==> config.mk <==
export PLATFORM = sky130hd
export DESIGN_NAME = order_queue_sched_flat
export DESIGN_NICKNAME = d
export VERILOG_FILES = /design/src/rtl/order_queue_sched_if.sv /design/src/rtl/order_queue_sched.sv /design/src/flat_wrapper.sv
export SDC_FILE = /design/constraint.sdc
export NUM_CORES = 1
export LEC_CHECK = 0
export CAP_MARGIN = 10
export CORE_MARGIN = 1
export CORE_UTILIZATION = 34
export CTS_CLUSTER_DIAMETER = 120
export DETAILED_ROUTE_END_ITERATION = 6
export GPL_ROUTABILITY_DRIVEN = 0
export PLACE_DENSITY = 0.86
export SLEW_MARGIN = 0
export SYNTH_ARGS = -nofsm -noshare
export SYNTH_HDL_FRONTEND = slang
export SYNTH_SLANG_ARGS = --single-unit
==> constraint.sdc <==
create_clock -name clock -period 2 [get_ports clock]
set_input_delay 0.2 -clock clock [delete_from_list [all_inputs] [get_ports clock]]
set_output_delay 0.2 -clock clock [all_outputs]
set_load 0.01 [all_outputs]
==> src/rtl/order_queue_sched_if.sv <==
// Bundle between the tag scheduler, its requesters, the order queue and retire logic.
// Handshakes: a requester holds req until it sees gnt at a rising edge; a retire transfer
// happens on a rising edge where retire_valid && retire_ready, which is exactly q_rd_en.
interface order_queue_sched_if #(
  parameter int NUM_REQ = 4,
  parameter int TAG_W   = 5
);
  logic [NUM_REQ-1:0]       req;
  logic [NUM_REQ*TAG_W-1:0] tag_in;
  logic [NUM_REQ-1:0]       gnt;
  logic                     flush;
  logic                     busy;
  logic                     q_wr_en;
  logic [TAG_W-1:0]         q_data_in;
  logic                     q_clear;
  logic                     q_rd_en;
  logic                     q_full;
  logic                     q_empty;
  logic [TAG_W-1:0]         q_data_out;
  logic                     retire_ready;
  logic                     retire_valid;
  logic [TAG_W-1:0]         retire_tag;

  modport master (
    input  req, tag_in, flush, q_full, q_empty, q_data_out, retire_ready,
    output gnt, busy, q_wr_en, q_data_in, q_clear, q_rd_en, retire_valid, retire_tag
  );

  modport slave (
    output req, tag_in, flush, q_full, q_empty, q_data_out, retire_ready,
    input  gnt, busy, q_wr_en, q_data_in, q_clear, q_rd_en, retire_valid, retire_tag
  );
endinterface

==> src/rtl/order_queue_sched.sv <==
// Rotating-priority write arbiter and retire handshake around one shared order queue,
// with a flush sequence of one clear cycle followed by a programmable hold-off.
module order_queue_sched #(
  parameter int NUM_REQ     = 4,
  parameter int TAG_W       = 5,
  parameter int HOLD_CYCLES = 2
) (
  input  logic                     clock,
  input  logic                     reset,
  order_queue_sched_if.master      bus,
  output logic [1:0]               dbg_state_o
);

  localparam int PTR_W = (NUM_REQ > 1) ? $clog2(NUM_REQ) : 1;
  localparam logic [3:0] HOLD_INIT = (HOLD_CYCLES > 0) ? 4'(HOLD_CYCLES - 1) : 4'd0;

  typedef enum logic [1:0] {
    ST_RUN   = 2'd0,
    ST_FLUSH = 2'd1,
    ST_HOLD  = 2'd2
  } state_e;

  state_e           state_q, state_d;
  logic [PTR_W-1:0] rr_ptr_q, rr_ptr_d;
  logic [3:0]       hold_cnt_q, hold_cnt_d;

  logic             found;
  logic [PTR_W-1:0] win_idx;

  // Cyclic scan starting at rr_ptr; first set request wins.
  always_comb begin
    int idx;
    logic [PTR_W-1:0] idx_sel;
    found   = 1'b0;
    win_idx = '0;
    idx     = 0;
    idx_sel = '0;
    for (int k = 0; k < NUM_REQ; k++) begin
      idx     = (int'(rr_ptr_q) + k) % NUM_REQ;
      idx_sel = PTR_W'(idx);
      if (!found && bus.req[idx_sel]) begin
        found   = 1'b1;
        win_idx = idx_sel;
      end
    end
  end

  always_comb begin
    state_d          = state_q;
    rr_ptr_d         = rr_ptr_q;
    hold_cnt_d       = hold_cnt_q;
    bus.gnt          = '0;
    bus.q_wr_en      = 1'b0;
    bus.q_data_in    = '0;
    bus.q_clear      = 1'b0;
    bus.q_rd_en      = 1'b0;
    bus.retire_valid = 1'b0;
    bus.retire_tag   = bus.q_data_out;
    bus.busy         = (state_q != ST_RUN);
    dbg_state_o      = state_q;

    case (state_q)
      ST_RUN: begin
        if (bus.flush) begin
          state_d = ST_FLUSH;
        end else begin
          bus.retire_valid = !bus.q_empty;
          bus.q_rd_en      = !bus.q_empty && bus.retire_ready;
          // q_full is the pre-pop level, so a simultaneous pop never frees a slot.
          if (found && !bus.q_full) begin
            bus.gnt[win_idx] = 1'b1;
            bus.q_wr_en      = 1'b1;
            bus.q_data_in    = bus.tag_in[TAG_W*int'(win_idx) +: TAG_W];
            if (int'(win_idx) == NUM_REQ - 1) rr_ptr_d = '0;
            else                              rr_ptr_d = win_idx + PTR_W'(1);
          end
        end
      end
      ST_FLUSH: begin
        bus.q_clear = 1'b1;
        rr_ptr_d    = '0;
        hold_cnt_d  = HOLD_INIT;
        if (bus.flush)             state_d = ST_FLUSH;
        else if (HOLD_CYCLES == 0) state_d = ST_RUN;
        else                       state_d = ST_HOLD;
      end
      ST_HOLD: begin
        if (bus.flush) begin
          state_d = ST_FLUSH;
        end else if (hold_cnt_q == 4'd0) begin
          state_d = ST_RUN;
        end else begin
          hold_cnt_d = hold_cnt_q - 4'd1;
        end
      end
      default: state_d = ST_RUN;
    endcase

    // Reset forces every output low regardless of the registered state.
    if (reset) begin
      bus.gnt          = '0;
      bus.q_wr_en      = 1'b0;
      bus.q_data_in    = '0;
      bus.q_clear      = 1'b0;
      bus.q_rd_en      = 1'b0;
      bus.retire_valid = 1'b0;
      bus.retire_tag   = '0;
      bus.busy         = 1'b0;
      dbg_state_o      = 2'd0;
    end
  end

  always_ff @(posedge clock) begin
    if (reset) begin
      state_q    <= ST_RUN;
      rr_ptr_q   <= '0;
      hold_cnt_q <= 4'd0;
    end else begin
      state_q    <= state_d;
      rr_ptr_q   <= rr_ptr_d;
      hold_cnt_q <= hold_cnt_d;
    end
  end

endmodule

==> src/flat_wrapper.sv <==
// flat-port wrapper written by rule: the top's interface ports become plain ports
module order_queue_sched_flat 
#(
  parameter int NUM_REQ     = 4,
  parameter int TAG_W       = 5,
  parameter int HOLD_CYCLES = 2
)
  (clock, reset, dbg_state_o, bus_req, bus_tag_in, bus_flush, bus_q_full, bus_q_empty, bus_q_data_out, bus_retire_ready, bus_gnt, bus_busy, bus_q_wr_en, bus_q_data_in, bus_q_clear, bus_q_rd_en, bus_retire_valid, bus_retire_tag);
  order_queue_sched_if #(.NUM_REQ(NUM_REQ), .TAG_W(TAG_W)) bus_i ();
  input  logic clock;
  input  logic reset;
  output logic [1:0] dbg_state_o;
  input wire logic [$bits(bus_i.req)-1:0] bus_req;
  input wire logic [$bits(bus_i.tag_in)-1:0] bus_tag_in;
  input wire logic [$bits(bus_i.flush)-1:0] bus_flush;
  input wire logic [$bits(bus_i.q_full)-1:0] bus_q_full;
  input wire logic [$bits(bus_i.q_empty)-1:0] bus_q_empty;
  input wire logic [$bits(bus_i.q_data_out)-1:0] bus_q_data_out;
  input wire logic [$bits(bus_i.retire_ready)-1:0] bus_retire_ready;
  output wire logic [$bits(bus_i.gnt)-1:0] bus_gnt;
  output wire logic [$bits(bus_i.busy)-1:0] bus_busy;
  output wire logic [$bits(bus_i.q_wr_en)-1:0] bus_q_wr_en;
  output wire logic [$bits(bus_i.q_data_in)-1:0] bus_q_data_in;
  output wire logic [$bits(bus_i.q_clear)-1:0] bus_q_clear;
  output wire logic [$bits(bus_i.q_rd_en)-1:0] bus_q_rd_en;
  output wire logic [$bits(bus_i.retire_valid)-1:0] bus_retire_valid;
  output wire logic [$bits(bus_i.retire_tag)-1:0] bus_retire_tag;
  assign bus_i.req = bus_req;
  assign bus_i.tag_in = bus_tag_in;
  assign bus_i.flush = bus_flush;
  assign bus_i.q_full = bus_q_full;
  assign bus_i.q_empty = bus_q_empty;
  assign bus_i.q_data_out = bus_q_data_out;
  assign bus_i.retire_ready = bus_retire_ready;
  assign bus_gnt = bus_i.gnt;
  assign bus_busy = bus_i.busy;
  assign bus_q_wr_en = bus_i.q_wr_en;
  assign bus_q_data_in = bus_i.q_data_in;
  assign bus_q_clear = bus_i.q_clear;
  assign bus_q_rd_en = bus_i.q_rd_en;
  assign bus_retire_valid = bus_i.retire_valid;
  assign bus_retire_tag = bus_i.retire_tag;
  order_queue_sched #(.NUM_REQ(NUM_REQ), .TAG_W(TAG_W), .HOLD_CYCLES(HOLD_CYCLES)) u_core (.clock(clock), .reset(reset), .bus(bus_i), .dbg_state_o(dbg_state_o));
endmodule
==> summary.txt <==
Place
  • Post-place setup slack: -574 ps
  • Placed Cells: 186
  • Post-Place Cell Area: 1440 sq um
  • IO buf count: 55
  • DP HPWL: 2140 um

Global route
  • GRT overflow: 0
  • Pin count of the biggest net entering global routing: 13
  • Vias in the first global route: 1015
  • GRT Resource Usage Total: 24.3%
  • Initial antenna violation count: 0
  • First-pass GRT wire length: 4450 um

Min path
  • Worst hold start: bus_flush
  • Hold depth: 3
  • WHS Endpoint: u_core.state_q[1]
  • Worst Hold Class: input port to flip-flop

Timing
  • Tmin final: 2090 ps
  • Clock Skew: 2.10 ps
  • Slew @ Worst Pin: 394 ps
  • Max-slew violation count: 0
  • Slew Limit Headroom: 73.1%
  • Worst setup margin: -92.7 ps
  • RSZ-0062 raised after global routing: true
  • Tcrit/Tclk final: 105%
  • Final setup fails: 5
  • Fmax: roughly 480 MHz
  • Final Hold Viols: 0

Logic synthesis
  • Syn Nets: 135
  • Cell area after synthesis: approximately 760 sq um
  • Synthesized instance count: between 90 and 100
  • Sequential-to-total area share from yosys stat: 20.9%
  • YS warnings: 0
  • Synth Register Bits: 8
  • Unique masters post-synth: 30
  • Syn Area/Cell: 8.13 sq um

Routing
  • Vias/cell: approximately 5
  • Post-route DRC: 0
  • DR pass1 iterations: 4
  • Initial DRC count: 13
  • Via count: 996
  • Final ANT Viol Nets: 0
  • Final wirelength: 2980 um
  • Routed len/inst: 15.2 um

Setup path
  • Worst Setup Start Kind: flip-flop
  • Worst R2R End: u_core.hold_cnt_q[3]
  • Critical-path maximum fanout: 5
  • R2R cell count: 7
  • WP data arrival: between 1500 and 2000 ps
  • Slowest cell on crit path: or4_4
  • Crit path cell chain: or4_4, a211oi_4, buf_6, nand2_4, o22ai_1, buf_2
  • Crit Path Category: flip-flop to output pin
  • Critical path endpoint category: output pin
  • WP data required: around 1800 ps
  • Max stage delay on crit path: 550 ps
  • R2r startpoint: u_core.hold_cnt_q[0]
  • Reg2Reg Setup Slack: 240 ps
  • Worst Setup SP: u_core.state_q[0]

Run status
  • Failing checks: setup timing
  • Result of the run: finished with violations

Pwr
  • Leak Pwr: 0.692 nW
  • Maximum vdd drop: 0.000351 V
  • Pwr/cell area: roughly 380 nW/um^2

Floorplanning
  • Core Rows: 16
  • Initial Utilization: 37.4%
  • Num ports: 56
  • Die height: between 40 and 50 um
  • Die width: about 49 um
  • Core ar.: between 2000 and 2500 sq um
  • Die area: 2440 sq um

Clock network
  • Root Buffer: clkbuf_4
  • Post-CTS Hold Buffers: 0
  • Reg clk slew, reported paths: 50 ps
  • Sink Count: 8
  • Clock Latency Late Sink: 250 ps
  • CTS H-tree lvls: 1
  • CTS Buf Count: 3
  • CTS tree: built
  • CTS Buffer Depth: 2

Layout
  • Fin area: 1520 sq um
  • Area grow syn2layout: 98.9%
  • Nets: roughly 210
  • Final core occ: 74.4%
  • # fillers: 160
  • Non-filler instance count after layout: 196
  • Share of cells above drive strength 1: 29.6%
  • Ant diodes: 0

Flow run
  • Max-cap violations: 0
worst max-delay path by stage:
stage | to | slack (ps) | cells after the start
2_1_floorplan | bus_q_data_in[0] | 100 | 5
3_3_place_gp | bus_q_data_in[0] | -510 | 6
3_5_place_dp | bus_q_data_in[2] | -570 | 6
4_1_cts | bus_q_data_in[2] | -110 | 6
5_1_grt | bus_q_data_in[0] | -130 | 6
6_report | bus_q_data_in[4] | -90 | 6
repair_timing:
item	4_1_cts	5_1_grt
resized for setup	50	9
gates cloned	0	0
setup buffers	7	0
endpoints found under the setup margin	12	9
pin swaps	8	5
hold endpoints to repair	0	0
layout make-up:
cell class / count / area (sq um) / area share (%)
clock buffer: 3 / 22.5 / 1.48
timing repair buffer: 75 / 671 / 44.1
multi-input combinational: 75 / 599 / 39.4
sequential: 8 / 164 / 10.8
tap: 27 / 33.8 / 2.22
inverter: 8 / 30.0 / 1.98
layer usage:
layer,vias up,track usage [%],part of all wire (%)
li1,479,-,-
met1,465,25.6,39
met2,41,45.2,54
met3,11,3.74,4.8
met4,0,13.8,2.6
met5,-,0,0
cells in the mapped netlist, drive strengths merged:
library cell	instances	share of area [%]
o22ai	5	4.1
buf	2	2.1
or2	2	1.6
and2	5	4.1
nor3	1	0.65
nand2	2	1.6
nor4	1	0.82
o22a	1	1.1
nor2	11	5.4
a31oi	1	0.82
mux2i	11	14
a2111oi	1	1.1
nor2b	11	9.0
a211oi	3	4.6
o221ai	1	1.1
ha	6	9.8
clkbuf	1	0.49
dfxtp	8	21
xnor2	2	2.3
a211o	1	1.1
inv	8	3.9
nand3	2	1.3
a21o	1	0.98
or3b	1	1.1
or4	1	1.5
o41ai	1	1.1
a21oi	4	2.6
state kept, by name, summed over array words and instances (netlist names):
name               cells
u_core.hold_cnt_q      4
u_core.state_q         2
u_core.rr_ptr_q        2
stage by stage:
step / setup TNS (ps) / total power, mW / hold slack [ps]
finish: -420 / 0.573 / 410
global route: -654 / 0.601 / 419
CTS: -406 / 0.555 / 391
detailed placement: -5440 / 0.424 / 501
global placement: -4910 / 0.415 / 494
floorplan: 0 / 0.280 / 279
placed cells by master, fill, tap and decap left out, types with 2 or more instances in the layout:
cell type         n
clkbuf_4          3
dfxtp_1           5
buf_6             3
o22ai_2           2
nor2b_1          10
o22ai_1           3
clkdlybuf4s50_1  39
dfxtp_2           3
buf_4            16
nor2_1           10
nand2_4           2
xnor2_1           2
dlygate4sd2_1     7
buf_2             9
a21oi_2           2
nand3_1           2
a21oi_1           2
or2_2             2
inv_1             7
a211oi_1          2
mux2i_1          10
ha_1              6
and2_1            5
where the power goes:
| group | leakage [nW] | internal, mW | switching [mW] | total, mW |
|---|---|---|---|---|
| registers | 0.0666 | 0.169 | 0.00650 | 0.175 |
| logic | 0.611 | 0.163 | 0.114 | 0.277 |
| clock network | 0.0138 | 0.0685 | 0.0524 | 0.121 |
| total | 0.692 | 0.400 | 0.173 | 0.573 |
worst max-delay path: cells and delay by family, from the launching register on:
kind                   cells  cell delay [ps]
and+or+nand+nor            2              620
buffers and inverters      2              320
DFF                        1              320
AOI/OAI and AO/OA          2              380
cells by family after synthesis:
family                     Yosys count  synth area share, %
xor gates and xnor gates             2                 2.29
DFF                                  8                 20.9
adders and majority gates            6                 9.82
buffers and inverters               11                 6.55
and+or+nand+nor                     37                 27.2
AOI/OAI and AO/OA                   19                 18.8
muxes                               11                 14.4
Power figures use the tool's default switching activity.
